[src/rtl/ps2_key_sequencer.sv]
// ps2_key_sequencer
//   Turns the raw PS/2 set-2 byte stream from a receiver FIFO into key
//   events. It handles the E0 (extended) and F0 (break) prefixes and skips the
//   8-byte Pause sequence, reporting that sequence as a single event with code
//   0xE1. It also tracks the shift/ctrl/alt modifier state and raises a sticky
//   error on malformed bytes or on a stalled multi-byte sequence.
//
// Ports
//   clk        system clock, rising edge
//   rst        synchronous active-high reset
//   ps2_rdy    receiver has a byte at the head of its FIFO
//   ps2_data   head-of-FIFO byte
//   ps2_done   byte consumed this cycle (receiver pops on this edge)
//   key_valid  event pending, held until key_ack
//   key_code   scan code of the pending event
//   key_ext    event carried an E0 prefix
//   key_brk    event is a release (F0 prefix)
//   key_ack    consumer accepts the pending event
//   mods       {alt, ctrl, rshift, lshift}
//   err        sticky sequence / timeout error
//   err_clr    clears err (a same-cycle error wins)
module ps2_key_sequencer #(
    parameter int IDLE_TIMEOUT = 50000
) (
    input  logic       clk,
    input  logic       rst,
    input  logic       ps2_rdy,
    input  logic [7:0] ps2_data,
    output logic       ps2_done,
    output logic       key_valid,
    output logic [7:0] key_code,
    output logic       key_ext,
    output logic       key_brk,
    input  logic       key_ack,
    output logic [3:0] mods,
    output logic       err,
    input  logic       err_clr
);

    localparam int CW = $clog2(IDLE_TIMEOUT + 1);
    localparam logic [CW-1:0] TO_LAST = CW'(IDLE_TIMEOUT - 1);

    typedef enum logic [2:0] {
        S_IDLE,
        S_EXT,
        S_BRK,
        S_EXTBRK,
        S_PAUSE
    } state_t;

    state_t          state_q, state_d;
    logic [2:0]      skip_q, skip_d;
    logic [CW-1:0]   cnt_q, cnt_d;
    logic            valid_q, valid_d;
    logic [7:0]      code_q, code_d;
    logic            ext_q, ext_d;
    logic            brk_q, brk_d;
    logic [3:0]      mods_q, mods_d;
    logic            err_q, err_d;

    logic            in_ext, in_brk, err_set, emit, status_byte;

    // Nothing is consumed while an event is pending, so an unacknowledged
    // event back-pressures the receiver FIFO.
    assign ps2_done = ps2_rdy & ~valid_q & ~rst;

    assign in_ext = (state_q == S_EXT) || (state_q == S_EXTBRK);
    assign in_brk = (state_q == S_BRK) || (state_q == S_EXTBRK);

    // Keyboard status/response bytes that are meaningless as key codes.
    assign status_byte = (ps2_data == 8'hAA) || (ps2_data == 8'hFA) ||
                         (ps2_data == 8'hEE) || (ps2_data == 8'hFE) ||
                         (ps2_data == 8'hFC);

    always_comb begin
        state_d = state_q;
        skip_d  = skip_q;
        cnt_d   = cnt_q;
        valid_d = valid_q;
        code_d  = code_q;
        ext_d   = ext_q;
        brk_d   = brk_q;
        mods_d  = mods_q;
        err_set = 1'b0;
        emit    = 1'b0;

        if (valid_q && key_ack)
            valid_d = 1'b0;

        if (ps2_done) begin
            cnt_d = '0;
            if (ps2_data == 8'h00 || ps2_data == 8'hFF) begin
                err_set = 1'b1;
                state_d = S_IDLE;
                skip_d  = '0;
            end else if (state_q == S_PAUSE) begin
                // Pause bytes are swallowed blindly; the last one reports it.
                if (skip_q == 3'd1) begin
                    valid_d = 1'b1;
                    code_d  = 8'hE1;
                    ext_d   = 1'b0;
                    brk_d   = 1'b0;
                    state_d = S_IDLE;
                    skip_d  = '0;
                end else begin
                    skip_d = skip_q - 3'd1;
                end
            end else begin
                unique case (ps2_data)
                    8'hE0: state_d = in_brk ? S_EXTBRK : S_EXT;
                    8'hF0: state_d = in_ext ? S_EXTBRK : S_BRK;
                    8'hE1: begin
                        state_d = S_PAUSE;
                        skip_d  = 3'd7;
                    end
                    default: begin
                        state_d = S_IDLE;
                        if (state_q == S_IDLE && status_byte) begin
                            // dropped
                        end else if (in_ext && (ps2_data == 8'h12 || ps2_data == 8'h59)) begin
                            // fake shift injected around extended keys: dropped
                        end else begin
                            emit = 1'b1;
                        end
                    end
                endcase
            end
        end else if (state_q == S_IDLE) begin
            cnt_d = '0;
        end else if (!valid_q) begin
            // Stalled mid-sequence: abandon the prefix and flag it.
            if (cnt_q == TO_LAST) begin
                err_set = 1'b1;
                state_d = S_IDLE;
                skip_d  = '0;
            end else begin
                cnt_d = cnt_q + 1'b1;
            end
        end

        if (emit) begin
            valid_d = 1'b1;
            code_d  = ps2_data;
            ext_d   = in_ext;
            brk_d   = in_brk;
            unique case (ps2_data)
                8'h12:   if (!in_ext) mods_d[0] = ~in_brk;
                8'h59:   if (!in_ext) mods_d[1] = ~in_brk;
                8'h14:   mods_d[2] = ~in_brk;
                8'h11:   mods_d[3] = ~in_brk;
                default: ;
            endcase
        end

        err_d = err_set ? 1'b1 : (err_clr ? 1'b0 : err_q);
    end

    always_ff @(posedge clk) begin
        if (rst) begin
            state_q <= S_IDLE;
            skip_q  <= '0;
            cnt_q   <= '0;
            valid_q <= 1'b0;
            code_q  <= 8'h00;
            ext_q   <= 1'b0;
            brk_q   <= 1'b0;
            mods_q  <= 4'h0;
            err_q   <= 1'b0;
        end else begin
            state_q <= state_d;
            skip_q  <= skip_d;
            cnt_q   <= cnt_d;
            valid_q <= valid_d;
            code_q  <= code_d;
            ext_q   <= ext_d;
            brk_q   <= brk_d;
            mods_q  <= mods_d;
            err_q   <= err_d;
        end
    end

    assign key_valid = valid_q;
    assign key_code  = code_q;
    assign key_ext   = ext_q;
    assign key_brk   = brk_q;
    assign mods      = mods_q;
    assign err       = err_q;

endmodule

[config.mk]
export PLATFORM = sky130hd
export DESIGN_NAME = ps2_key_sequencer
export DESIGN_NICKNAME = d
export VERILOG_FILES = /design/src/rtl/ps2_key_sequencer.sv
export SDC_FILE = /design/constraint.sdc
export NUM_CORES = 1
export LEC_CHECK = 0
export CAP_MARGIN = 25
export CELL_PAD_IN_SITES_DETAIL_PLACEMENT = 1
export CELL_PAD_IN_SITES_GLOBAL_PLACEMENT = 2
export CORE_MARGIN = 2
export CORE_UTILIZATION = 36
export CTS_BUF_LIST = sky130_fd_sc_hd__clkbuf_4 sky130_fd_sc_hd__clkbuf_8
export CTS_CLUSTER_SIZE = 16
export DETAILED_ROUTE_END_ITERATION = 10
export HOLD_SLACK_MARGIN = 0.15
export PLACE_DENSITY_LB_ADDON = 0.1
export SETUP_SLACK_MARGIN = 0.2
export SLEW_MARGIN = 10
export SYNTH_ARGS = -nofsm -noshare
export SYNTH_HDL_FRONTEND = slang
export SYNTH_SLANG_ARGS = --single-unit
[constraint.sdc]
create_clock -name clk -period 3.57 [get_ports clk]
set_clock_uncertainty 0.05 [all_clocks]
set_input_delay 0.357 -clock clk [delete_from_list [all_inputs] [get_ports clk]]
set_output_delay 0.357 -clock clk [all_outputs]
set_load 0.02 [all_outputs]
==> impl_metrics.csv <==
group,metric,value,unit
routing,ant_nets,0,
critical_path,crit_fanout,11,
yosys,synth_flop_cell,"dfxtp_1",
routing,drc,0,
sta,finalHoldViolations,0,
clock_network,cts_max_level,2,
finish,diodes,0,
clock_network,post_cts_buffers,0,
sta,drv_slew,0,
global_routing,grt_max_degree,25,
yosys,synthAdderAreaFrac,1.819,%
critical_path,start_kind,"primary input",
yosys,synthDominantCellAreaShare,36.87,%
flow_run,max-cap-violations,0,
power,p_leak,0.9065,nW
clock_network,clock_sinks,38,
yosys,synth_top_family_by_area,"simple AND/OR/NAND/NOR gates",
yosys,yosys_register_bits,38,
global_routing,track_usage,17.41,%
global_routing,grt_pass1_wl,8728,um
power,p_per_area,343.7,nW/um^2
finish,nFillCells,643,
die,die_area,6353,sq um
routing,dr_total_vias,1779,
clock_network,cts_tree,"done",
power,switching_power,223.9,uW
critical_path,cp.arrival,2.47,ns
sta,worstMarginPinSlew,0.6165,ns
sta,setup_violations,0,
power,p_comb_share,12.8,%
global_routing,antenna_found_initial,0,
clock_network,cts-buffers-inserted,5,
critical_path,crit_slowest_cell,"clkdlybuf4s50_1",
finish,final_area,2507,sq um
clock_network,ctsResizeCount,0,
run_status,status,"completed",
placement,globalplace.congestion,0.8556,
finish,fin_nets,274,
yosys,netlist_top_cells_area,"dfxtp_1 37%, mux2i_1 5.3%, xor2_1 5.1%, nor2_1 4.2%, nand2b_1 3.9%",
yosys,synth_mux_area_share,5.337,%
yosys,postSynthCellCount,227,
yosys,synthSimpleGateAreaFrac,32.93,%
yosys,yosysMostFrequentCell,"dfxtp_1",
yosys,synth-compound-area-share,13.71,%
sta,timing.fmax,0.4289,GHz
yosys,yosys-top-cells-count,"38 x dfxtp_1, 23 x nor2_1, 20 x nand2_1, 13 x nand2b_1, 12 x xor2_1",
power,p_sw_share,25.97,%
sta,fin_crit_sh,65.30,%
yosys,syn-num-nets,243,
yosys,synth_edf_count,0,
placement,io_buffers,29,
die,rows,27,
sta,maxSlewHeadroom,58.82,%
die,die_height,79.71,um
finish,area_delta_synth_final,21.53,%
clock_network,insertion_delay,0.29,ns
global_routing,grt_pass1_vias,1786,
routing,post_drt_wl_per_cell,15.42,um
yosys,yosysWarningCount,0,
clock_network,clk_path_buf_depth,2,
sta,setup-tns-final,0,ns
clock_network,clk_pin_slew,0.07,ns
die,coreArea,5507,sq um
die,ios,30,
power,power_frac_clock,36.3,%
routing,via_per_inst,5.375,
yosys,synthXorXnorAreaFrac,6.367,%
critical_path,end_kind,"flop",
placement,placed_area,2412,sq um
routing,firstDrtPassIters,4,
finish,drive_gt1_share,9.653,%
die,die_w,79.71,um
power,vdd_drop_max,0.1497,mV
yosys,seq_area_frac_synth,36.87,%
sta,fin_crit,2.331,ns
sta,rsz0062_at_grt,"false",
hold_path,hp-class,"reg -> reg",
routing,drt_iter0_drc,72,
critical_path,critPathKind,"in -> reg",
yosys,synth_largest_area_cell,"dfxtp_1",
clock_network,cts_hold_repair.buffers,0,
yosys,syn_avg_cell_area,9.089,sq um
routing,wl,5104,um
yosys,async_flop_share,0,%
power,intPower,638.0,uW
yosys,syn-cell-area,2063,sq um
die,initial_utilization,37.47,%
critical_path,max_stage_delay,0.70,ns
yosys,ys_types,54,
placement,dp_hpwl,3874,um
global_routing,overflow,0,
critical_path,required,3.71,ns
clock_network,cts-root-buf,"clkbuf_8",
power,pwr-share-seq,51.0,%
critical_path,worstPathCellList,"clkdlybuf4s50_1 -> nand2_1 -> nor4_1 -> o21bai_1 -> and3_1 -> o31ai_1",
-- state kept, by name, summed over array words and instances, names as in the netlist --
name and cells:
skip_q 3, key_code 8, cnt_q 16, err 1, key_brk 1, mods 4
key_valid 1, key_ext 1, state_q 3
-- cells in the final DEF, fill, tap and decap left out, types with 3 or more instances in the layout --
cell and count:
dfxtp_1 38, clkdlybuf4s50_1 29, nor2_1 23, nand2_1 20, nand2b_1 13, xor2_1 12, mux2i_1 11, nand4_1 10
nand3_1 9, o31ai_1 7, a21oi_1 7, inv_1 6, clkbuf_8 6, and3_1 5, nor2b_1 4, nor4_1 4
nor3_1 4, or2_2 3, and4b_1 3, xnor2_1 3, ha_1 3
-- final cells by class --
class / instances / area (sq um) / share of cell area (%)
clock buffer: 6 / 82.58 / 3.293
clock inverter: 2 / 12.51 / 0.4990
inverter: 6 / 22.52 / 0.8982
multi-input combinational: 177 / 1241 / 49.50
sequential: 38 / 760.7 / 30.34
tap: 72 / 90.09 / 3.593
timing repair buffer: 30 / 297.8 / 11.88
-- power groups by stage --
| stage | clock network (mW) | registers (mW) | logic (mW) |
|---|---|---|---|
| after global routing | 0.349 | 0.440 | 0.120 |
| after global placement | 0 | 0.449 | 0.110 |
| after detailed placement | 0 | 0.449 | 0.110 |
| after CTS | 0.324 | 0.439 | 0.111 |
| final | 0.312 | 0.439 | 0.110 |
| after floorplan | 0 | 0.457 | 0.0550 |
-- path summary, 6_finish.rpt --
path	depth (start not counted)	to	slack [ns]	start
hold reg to reg	2	key_code[2]	0.42	key_code[2]
hold / removal	2	key_code[2]	0.42	key_code[2]
setup reg to reg	6	skip_q[2]	1.38	cnt_q[0]
setup / recovery	6	key_code[0]	1.24	ps2_data[4]
-- layer usage --
layer	share of wire [%]	GRT usage, %	vias to the layer above
li1	-	-	897
met1	54	25.59	851
met2	43	25.80	26
met3	2.8	4.072	5
met4	0.84	3.621	0
met5	0	0	-
-- worst max-delay path, delay by kind of cell --
family | cells | cell delay [ns]
buffers and inverters | 1 | 0.70
AO/OA/AOI/OAI | 2 | 0.55
AND/OR/NAND/NOR | 3 | 0.86
-- kinds of logic after synthesis --
family | Yosys count
AND/OR/NAND/NOR | 114
multiplexers | 11
XOR/XNOR | 15
buffers and inverters | 12
AO/OA/AOI/OAI | 34
adder cells (fa/ha/maj) | 3
flip-flops | 38
-- metrics by stage --
stage          utilization, %  hold WS [ns]  power [mW]  setup slack [ns]  cells
3_3_place_gp            43.81        0.3995      0.5596            0.9609    323
6_report                45.54        0.4178      0.8618             1.239    331
3_5_place_dp            43.81        0.4156      0.5599            0.9793    323
5_1_grt                 45.54        0.4423      0.9092             1.045    331
2_1_floorplan               -        0.4217      0.5123             1.554    227
4_1_cts                 45.54        0.4261      0.8742             1.270    331
(Power assumes the default switching activity.)
==> RTL edit: new RTL, config.mk and constraints unchanged <==
`IDLE_TIMEOUT`: 50000 -> 100000.
--- a/src/rtl/ps2_key_sequencer.sv
+++ b/src/rtl/ps2_key_sequencer.sv
@@ -20,7 +20,7 @@
 //   err        sticky sequence / timeout error
 //   err_clr    clears err (a same-cycle error wins)
 module ps2_key_sequencer #(
-    parameter int IDLE_TIMEOUT = 50000
+    parameter int IDLE_TIMEOUT = 100000
 ) (
     input  logic       clk,
     input  logic       rst,
Check against the original RTL: no difference found for any inputs over 10 cycles, from zero or initial values and one cycle with rst high; that may be too few to reach the edited logic, so the function may still have changed.
==> RTL edit against the unedited design <==
Worst setup slack got worse by 160 ps; clock power rose by 2%; routed wire length rose by 12%; final area rose by 3.0%; synthesized area rose by 5.4%; sequential cell count rose by 1; power rose by 2.2%; largest cell class unchanged.
==> RTL edit: results (changes against the unedited design) <==
fraction of layout cells with a size suffix above 1=0.0879 (-0.00861); largest net degree at the start of global routing=30 (+20%); hold path start=mods[2]; compound-gate portion of the synthesized area=0.138 (+0.00104); share of the yosys chip area belonging to registers=0.359 (-0.00967); GR Layer Usage met1=0.237 (-0.0186); vias in the first global route=1927 (+7.9%); Final Wtd Congestion=0.769 (-10%); WL met2=2.86 mm (+31%); Num CTS Buffers=5 (unchanged); WHS=441 ps (+23.3 ps); top post-synthesis cells by count=dfxtp_1, nor2_1, nor3_1; reg2reg path depth=6 (unchanged); Syn Nets=264 (+8.6%); Hold EP=mods[2]; reg2reg setup slack=1340 ps (-40 ps); clock slew at reported path FFs=about 80 ps; Post-Layout Cell Count=348 (+5.1%); filler cell count in the final layout=710 (+10%); met3 Use GR=0.0440 (+0.00323); M1 WL=2.67 mm (-2.5%); WL/cell=16.4 um (+6.2%); # Post-CTS Setup Buffers=0 (unchanged); first-pass GRT wire length=9.60 mm (+10%); post-synthesis mux area share=0.0673 (+0.0140); routed wl met3=152 um (+6.3%); top post-synthesis cells by area=dfxtp_1, xnor2_1, nor2_1; Tightest Pin Transition=648 ps (+31.2 ps); worst hold path type=flip-flop to flip-flop; GR met2 Demand/Resource=0.329 (+0.0713); Cells after DPL=340 (+5.3%); HPWL after detailed placement=4.05 mm (+4.5%); Max rail drop VDD=148 uV (-0.98%); leakage=0.898 nW (-0.90%); post-synthesis xor/xnor area fraction=0.0564 (-0.00729); vias per inst=5.46 (+1.6%); Adder-Cell Fraction of Synth Area=0.0173 (-0.000932); initial drt markers=78 (+8.3%); Post-Syn Area per Cell=8.77 sq um (-3.5%); GR Util All Layers=0.189 (+0.0150); Total Nets Final=288 (+5.1%); outcome=complete, no violations; count of cell types in the netlist=57 (+5.6%); Largest register FFs=17 (+1); ANT cells=0 (unchanged); reg2reg start=key_valid; R2R Path End=key_code[6]; crit path DAT=2640 ps (+170 ps); htree depth=2 (unchanged)
[RTL edit: kinds of logic after synthesis]
| logic type | Yosys count |
|---|---|
| xor+xnor | 14 |
| simple gates | 116 |
| buf+inv | 23 |
| flops | 39 |
| mux | 13 |
| compound gates | 40 |
| fa+ha+maj | 3 |
[RTL edit: cell type report]
type	instances	share of cell area
clock inverter	2	0.00484
timing repair buffer	31	0.118
sequential	39	0.302
tap	75	0.0363
multi-input combinational	186	0.496
clock buffer	6	0.0296
inverter	9	0.0131
[RTL edit: power breakdown]
group / total [mW] / leakage, nW / internal [mW] / switching, mW
clock: 0.317 / 0.0446 / 0.144 / 0.172
sequential: 0.453 / 0.316 / 0.445 / 0.00806
combinational: 0.112 / 0.538 / 0.0529 / 0.0589
total: 0.881 / 0.898 / 0.642 / 0.239
[RTL edit: stage by stage]
stage          cell area [sq um]  setup slack (ps)   util
4_1_cts                     2580              1100  0.439
3_3_place_gp                2490               803  0.424
5_1_grt                     2580               817  0.439
6_report                    2580              1070  0.439
3_5_place_dp                2490               794  0.424
2_1_floorplan               2170              1400      -
[RTL edit: how the worst max path moves through the flow]
stage               slack, ps     endpoint   startpoint  depth (start not counted)
finish                   1070  key_code[7]  ps2_data[4]                          7
global placement          800  key_code[7]  ps2_data[4]                          7
detailed placement        790  key_code[7]  ps2_data[4]                          7
CTS                      1100  key_code[7]  ps2_data[4]                          7
global route              820  key_code[7]  ps2_data[4]                          7
floorplan                1400  key_code[0]    key_valid                          6
[RTL edit: worst max-delay path, cell delays in order]
cell	delay [ps]
clkdlybuf4s50_1	700
nor4b_1	460
and4b_1	310
nor2_1	70
o211ai_2	140
buf_4	240
mux2_2	350
